===== src/rtl/addr_bus_pkg.sv =====
// Shared definitions for the addressable peripheral bus: FSM state codes,
// transfer direction, and a helper sizing the internal down-counters.
package addr_bus_pkg;

   localparam logic [2:0] ST_IDLE   = 3'd0;
   localparam logic [2:0] ST_SETUP  = 3'd1;
   localparam logic [2:0] ST_STROBE = 3'd2;
   localparam logic [2:0] ST_WAIT   = 3'd3;
   localparam logic [2:0] ST_HOLD   = 3'd4;
   localparam logic [2:0] ST_RESP   = 3'd5;

   typedef enum logic {
      DIR_READ  = 1'b0,
      DIR_WRITE = 1'b1
   } dir_e;

   // Bits needed to hold max_value, never less than one.
   function automatic int count_width(input int max_value);
      int w;
      w = $clog2(max_value + 1);
      return (w < 1) ? 1 : w;
   endfunction

endpackage


===== src/rtl/addr_bus_if.sv =====
// Client command/response channels plus the peripheral bus pins of the initiator.
// master is the initiator's view; slave is the client/responder side.
interface addr_bus_if #(
   parameter int width         = 8,
   parameter int address_width = 4
);

   logic                     cmd_valid;
   logic                     cmd_ready;
   logic                     cmd_write;
   logic [address_width-1:0] cmd_address;
   logic [width-1:0]         cmd_data;
   logic                     rsp_valid;
   logic                     rsp_ready;
   logic [width-1:0]         rsp_data;
   logic                     busy;
   logic [address_width-1:0] active_address;
   logic                     write_enable;
   logic                     read_enable;
   logic [width-1:0]         bus_data_out;
   logic [width-1:0]         bus_data_in;

   modport master (
      input  cmd_valid, cmd_write, cmd_address, cmd_data, rsp_ready, bus_data_in,
      output cmd_ready, rsp_valid, rsp_data, busy,
             active_address, write_enable, read_enable, bus_data_out
   );

   modport slave (
      output cmd_valid, cmd_write, cmd_address, cmd_data, rsp_ready, bus_data_in,
      input  cmd_ready, rsp_valid, rsp_data, busy,
             active_address, write_enable, read_enable, bus_data_out
   );

endinterface


===== src/rtl/addr_bus_initiator_cycle_counter.sv =====
// Loadable down-counter that saturates at zero; load wins over decrement.
module cycle_counter #(
   parameter int width = 4
) (
   input  logic             clock,
   input  logic             reset,
   input  logic             load,
   input  logic [width-1:0] load_value,
   input  logic             decrement,
   output logic             zero
);

   logic [width-1:0] count;

   always_ff @(posedge clock or posedge reset) begin
      if (reset) begin
         count <= '0;
      end else if (load) begin
         count <= load_value;
      end else if (decrement && (count != '0)) begin
         count <= count - width'(1);
      end
   end

   assign zero = (count == '0);

endmodule


===== src/rtl/addr_bus_initiator.sv =====
// Bus initiator: takes one client command at a time and plays it onto the
// peripheral bus as setup / strobe / hold-or-wait, returning read data on rsp_*.
module addr_bus_initiator
   import addr_bus_pkg::*;
#(
   parameter int width         = 8,
   parameter int address_width = 4,
   parameter int idle_address  = 0,
   parameter int read_latency  = 1,
   parameter int gap_cycles    = 2
) (
   input logic         clock,
   input logic         reset,
   addr_bus_if.master  bus
);

   localparam int gap_w = count_width(gap_cycles);
   localparam int lat_w = count_width(read_latency);
   localparam logic [address_width-1:0] idle_addr = address_width'(idle_address);

   logic [2:0] state;
   dir_e       dir;
   logic       gap_zero;
   logic       gap_load;
   logic       lat_zero;
   logic       lat_load;
   logic       lat_dec;

   assign bus.cmd_ready = (state == ST_IDLE) && gap_zero;
   assign bus.busy      = (state != ST_IDLE) || !gap_zero;

   // Every return to IDLE restarts the inter-transaction gap.
   assign gap_load = (state == ST_HOLD) || ((state == ST_RESP) && bus.rsp_ready);

   // Loaded during SETUP and already counting through STROBE, so WAIT ends
   // on the cycle the count sits at zero: read_latency cycles after the strobe.
   assign lat_load = (state == ST_SETUP);
   assign lat_dec  = (state == ST_STROBE) || (state == ST_WAIT);

   cycle_counter #(.width(gap_w)) gap_counter (
      .clock      (clock),
      .reset      (reset),
      .load       (gap_load),
      .load_value (gap_w'(gap_cycles)),
      .decrement  (1'b1),
      .zero       (gap_zero)
   );

   cycle_counter #(.width(lat_w)) latency_counter (
      .clock      (clock),
      .reset      (reset),
      .load       (lat_load),
      .load_value (lat_w'(read_latency)),
      .decrement  (lat_dec),
      .zero       (lat_zero)
   );

   always_ff @(posedge clock or posedge reset) begin
      if (reset) begin
         state              <= ST_IDLE;
         dir                <= DIR_READ;
         bus.active_address <= idle_addr;
         bus.bus_data_out   <= {width{1'b0}};
         bus.write_enable   <= 1'b0;
         bus.read_enable    <= 1'b0;
         bus.rsp_valid      <= 1'b0;
         bus.rsp_data       <= {width{1'b0}};
      end else begin
         bus.write_enable <= 1'b0;
         bus.read_enable  <= 1'b0;
         case (state)
            ST_IDLE: begin
               if (bus.cmd_valid && bus.cmd_ready) begin
                  dir                <= dir_e'(bus.cmd_write);
                  bus.active_address <= bus.cmd_address;
                  bus.bus_data_out   <= bus.cmd_data;
                  state              <= ST_SETUP;
               end
            end
            ST_SETUP: begin
               bus.write_enable <= (dir == DIR_WRITE);
               bus.read_enable  <= (dir == DIR_READ);
               state            <= ST_STROBE;
            end
            ST_STROBE: begin
               state <= (dir == DIR_WRITE) ? ST_HOLD : ST_WAIT;
            end
            ST_WAIT: begin
               if (lat_zero) begin
                  bus.rsp_data       <= bus.bus_data_in;
                  bus.rsp_valid      <= 1'b1;
                  bus.active_address <= idle_addr;
                  state              <= ST_RESP;
               end
            end
            ST_HOLD: begin
               bus.active_address <= idle_addr;
               state              <= ST_IDLE;
            end
            ST_RESP: begin
               if (bus.rsp_ready) begin
                  bus.rsp_valid <= 1'b0;
                  state         <= ST_IDLE;
               end
            end
            default: begin
               bus.active_address <= idle_addr;
               state              <= ST_IDLE;
            end
         endcase
      end
   end

endmodule


===== src/flat_wrapper.sv =====
// flat-port wrapper written by rule: the top's interface ports become plain ports
module addr_bus_initiator_flat import addr_bus_pkg::*;
#(
   parameter int width         = 8,
   parameter int address_width = 4,
   parameter int idle_address  = 0,
   parameter int read_latency  = 1,
   parameter int gap_cycles    = 2
)
  (clock, reset, bus_cmd_valid, bus_cmd_write, bus_cmd_address, bus_cmd_data, bus_rsp_ready, bus_bus_data_in, bus_cmd_ready, bus_rsp_valid, bus_rsp_data, bus_busy, bus_active_address, bus_write_enable, bus_read_enable, bus_bus_data_out);
  addr_bus_if #(.width(width), .address_width(address_width)) bus_i ();
  input logic clock;
  input logic reset;
  input wire logic [$bits(bus_i.cmd_valid)-1:0] bus_cmd_valid;
  input wire logic [$bits(bus_i.cmd_write)-1:0] bus_cmd_write;
  input wire logic [$bits(bus_i.cmd_address)-1:0] bus_cmd_address;
  input wire logic [$bits(bus_i.cmd_data)-1:0] bus_cmd_data;
  input wire logic [$bits(bus_i.rsp_ready)-1:0] bus_rsp_ready;
  input wire logic [$bits(bus_i.bus_data_in)-1:0] bus_bus_data_in;
  output wire logic [$bits(bus_i.cmd_ready)-1:0] bus_cmd_ready;
  output wire logic [$bits(bus_i.rsp_valid)-1:0] bus_rsp_valid;
  output wire logic [$bits(bus_i.rsp_data)-1:0] bus_rsp_data;
  output wire logic [$bits(bus_i.busy)-1:0] bus_busy;
  output wire logic [$bits(bus_i.active_address)-1:0] bus_active_address;
  output wire logic [$bits(bus_i.write_enable)-1:0] bus_write_enable;
  output wire logic [$bits(bus_i.read_enable)-1:0] bus_read_enable;
  output wire logic [$bits(bus_i.bus_data_out)-1:0] bus_bus_data_out;
  assign bus_i.cmd_valid = bus_cmd_valid;
  assign bus_i.cmd_write = bus_cmd_write;
  assign bus_i.cmd_address = bus_cmd_address;
  assign bus_i.cmd_data = bus_cmd_data;
  assign bus_i.rsp_ready = bus_rsp_ready;
  assign bus_i.bus_data_in = bus_bus_data_in;
  assign bus_cmd_ready = bus_i.cmd_ready;
  assign bus_rsp_valid = bus_i.rsp_valid;
  assign bus_rsp_data = bus_i.rsp_data;
  assign bus_busy = bus_i.busy;
  assign bus_active_address = bus_i.active_address;
  assign bus_write_enable = bus_i.write_enable;
  assign bus_read_enable = bus_i.read_enable;
  assign bus_bus_data_out = bus_i.bus_data_out;
  addr_bus_initiator #(.width(width), .address_width(address_width), .idle_address(idle_address), .read_latency(read_latency), .gap_cycles(gap_cycles)) u_core (.clock(clock), .reset(reset), .bus(bus_i));
endmodule

===== config.mk =====
export PLATFORM = sky130hd
export DESIGN_NAME = addr_bus_initiator_flat
export DESIGN_NICKNAME = d
export VERILOG_FILES = /design/src/rtl/addr_bus_pkg.sv /design/src/rtl/addr_bus_if.sv /design/src/rtl/addr_bus_initiator_cycle_counter.sv /design/src/rtl/addr_bus_initiator.sv /design/src/flat_wrapper.sv
export SDC_FILE = /design/constraint.sdc
export NUM_CORES = 1
export LEC_CHECK = 0
export ABC_CLOCK_PERIOD_IN_PS = 1900
export BUFFER_PORTS_ARGS = -buffer_cell sky130_fd_sc_hd__buf_2
export CAP_MARGIN = 15
export CORE_MARGIN = 4
export CORE_UTILIZATION = 47
export CTS_CLUSTER_DIAMETER = 120
export DETAILED_ROUTE_END_ITERATION = 7
export PLACE_DENSITY = 0.82
export SYNTH_ARGS = -nofsm -noshare
export SYNTH_HDL_FRONTEND = slang
export SYNTH_SLANG_ARGS = --single-unit

===== constraint.sdc =====
create_clock -name clock -period 1.9 [get_ports clock]
set_input_delay 0.38 -clock clock [delete_from_list [all_inputs] [get_ports clock]]
set_output_delay 0.38 -clock clock [all_outputs]
set_load 0.1 [all_outputs]

==> impl_metrics.toml <==
[worst_setup_path]
worstPathArrival_ps = 1470
ff2ff_setup_slack_ps = 260
worst_setup_path_end_kind = "output pin"
critical_path_required_ps = 1520
timing.rr.start = "u_core.gap_counter.count[1]"
worstSetupPathType = "flop to output pin"
worstPathMaxFanout = 5
start_kind = "flop"
r2r_cells = 5
regToRegEndpoint = "u_core.bus.bus_data_out[2]"

[placement]
place_area_um2 = 1590
preCtsSetupSlack_ps = 214
dpl.cell_count = 171
dpl.hpwl_um = 1990
place_congestion = 0.825
port_buffers = 49

[sta]
setup_ws_ps = 52.6
finalHoldViolCount = 0
fin_crit_sh_pct = 97.2
worst_pin_slew_ps = 557
drv_slew = 0
fin_skew_ps = 6.86
period_minus_slack_ps = 1850
fmax_mhz = 541
setup_viol = 0
max_slew_margin_pct = 62.6

[worst_hold_path]
hp-class = "input port to asynchronous set/reset pin"

[final_layout]
syn2layout_area_growth_pct = 32.0
post-route-util_pct = 66.5
multi_input_area_um2 = 490
fin_area_um2 = 1680
drive_above_1_share_pct = 58.3
finalNonFillerCells = 181
n_antenna_cell = 0
seq_area_um2 = 752
fill_cells = 188
layout.nets = 177

[clocking]
tritoncts = "built"
h-tree-depth = 2
clk_pin_slew_ps = 90
insertion_delay_ps = 320
clock-sinks = 30
clockBufferDepth = 2
cts_buffers = 5
root_buffer = "clkbuf_4"
cts_hold_buf = 0

[drt]
wl_per_cell_um = 14.7
dr.pass1.iters = 4
drc = 0
viasPerCell = 5.23
ant_nets = 0
drtIter0Drc = 42
wirelength_um = 2660
vias = 947

[floorplan]
die_area_um2 = 3600
boundaryPins = 50
placementRows = 18
die_height_um = 60.0
core_um2 = 2520
start_util_pct = 50.4
die-width_um = 60.0

[synthesis]
postSynth.asyncResetShare_pct = 100
synth.cell_area_um2 = 1270
synth_edf_count = 0
synth_top_area_share_pct = 59.1
seq_area_frac_synth_pct = 59.1
syn_area_per_cell_um2 = 13.7
synth_cell_types = 29
yosys_warnings = 0
yosys.area.top_type = "dfrtp_1"
syn_inst = 93
ys_top_cells_by_area = "dfrtp_1, mux2_2, mux2_4"
synth_flop_cell = "dfrtp_1"
ys_ff_latch = 30
syn-num-nets = 119

[run_status]
status = "complete, no violations"

[global_route]
grt_max_degree = 31
grt_usage_pct = 16.8
grt_pass1_vias = 946
grt_pass1_wl_um = 4370
overflow = 0
antenna_found_initial = 0

[flow_run]
cap_violations = 0
[worst max-delay path by stage]
stage	to	slack (ps)	depth (start not counted)	from
after global placement	u_core.bus.bus_data_out[1]	290	5	u_core.gap_counter.count[0]
after CTS	bus_busy	5	5	u_core.state[2]
final	bus_busy	50	5	u_core.state[2]
after detailed placement	u_core.bus.bus_data_out[2]	210	5	u_core.gap_counter.count[0]
after global routing	bus_busy	-4	5	u_core.state[2]
after floorplan	bus_busy	-10	4	u_core.gap_counter.count[0]
[cells in the final DEF (no fill, tap or decap)]
cell         n
buf_2       47
dfrtp_1     29
mux2_2      11
mux2_4       6
inv_1        5
clkbuf_4     5
a22o_1       4
a21oi_1      4
o21ai_0      4
buf_4        4
nand2b_1     3
inv_2        2
nor3_1       2
clkinv_2     2
buf_12       2
and4bb_1     1
and2_4       1
and3b_1      1
a211oi_1     1
nand2_1      1
o22ai_1      1
nor3b_4      1
mux2_1       1
nor2_2       1
and3_4       1
clkinvlp_4   1
nor2_1       1
o2bb2ai_1    1
or3_1        1
xor2_1       1
a31oi_1      1
mux2i_1      1
a31o_2       1
ha_4         1
buf_6        1
dfrtp_2      1
[repair_timing]
item,4_1_cts,5_1_grt
endpoints found under the setup margin,0,1
resized for setup,0,6
buffers inserted,0,3
[cell type report]
class                      count  share of cell area [%]
sequential                    30                    44.8
multi-input combinational     52                    29.2
timing repair buffer          54                    18.9
clock buffer                   5                    2.24
tap                           30                    2.24
inverter                       8                    2.01
clock inverter                 2                   0.597
[cells by family (layout without fill, tap and decap cells)]
group | Yosys count | after routing | share of synthesized area, %
mux | 19 | 19 | 18.5
buf+inv | 11 | 69 | 3.94
fa+ha+maj | 1 | 1 | 0.984
flops | 30 | 30 | 59.1
xor+xnor | 1 | 1 | 0.689
compound gates | 17 | 17 | 8.86
simple gates | 14 | 14 | 7.97
[registers in the layout, indices dropped and copies added, names as in the netlist]
name / cells
u_core.bus.active_address: 4
u_core.bus.bus_data_out: 8
u_core.bus.read_enable: 1
u_core.bus.rsp_data: 8
u_core.bus.rsp_valid: 1
u_core.bus.write_enable: 1
u_core.dir: 1
u_core.gap_counter.count: 2
u_core.latency_counter.count: 1
u_core.state: 3
[stage by stage]
step | TNS (ps) | hold WS (ps)
final | 0 | 105
after detailed placement | 0 | 470
after global placement | 0 | 463
after global routing | -4.09 | 129
after CTS | 0 | 110
after floorplan | -11.3 | 443
[synthesized netlist by cell type (all sizes together) (2+ instances only)]
| library cell | number |
|---|---|
| dfrtp | 30 |
| mux2 | 18 |
| inv | 8 |
| a21oi | 4 |
| a22o | 4 |
| o21ai | 4 |
| nand2b | 3 |
| buf | 2 |
| nor2 | 2 |
| nor3 | 2 |
[per-layer routing]
layer	vias to the layer above	global-route usage [%]	share of wire (%)
li1	445	-	-
met1	455	20.3	39
met2	42	26.9	49
met3	5	7.34	10
met4	0	5.70	1.5
met5	-	0	0
[critical path, stage by stage, from the launching register on]
cell	delay (ps)
dfrtp_1	410
buf_6	140
nor2_2	100
and3_4	230
clkinvlp_4	100
buf_12	170
Power is not shown: default switching activity piles up to over one toggle a cycle in this logic, so the estimate is an artifact.
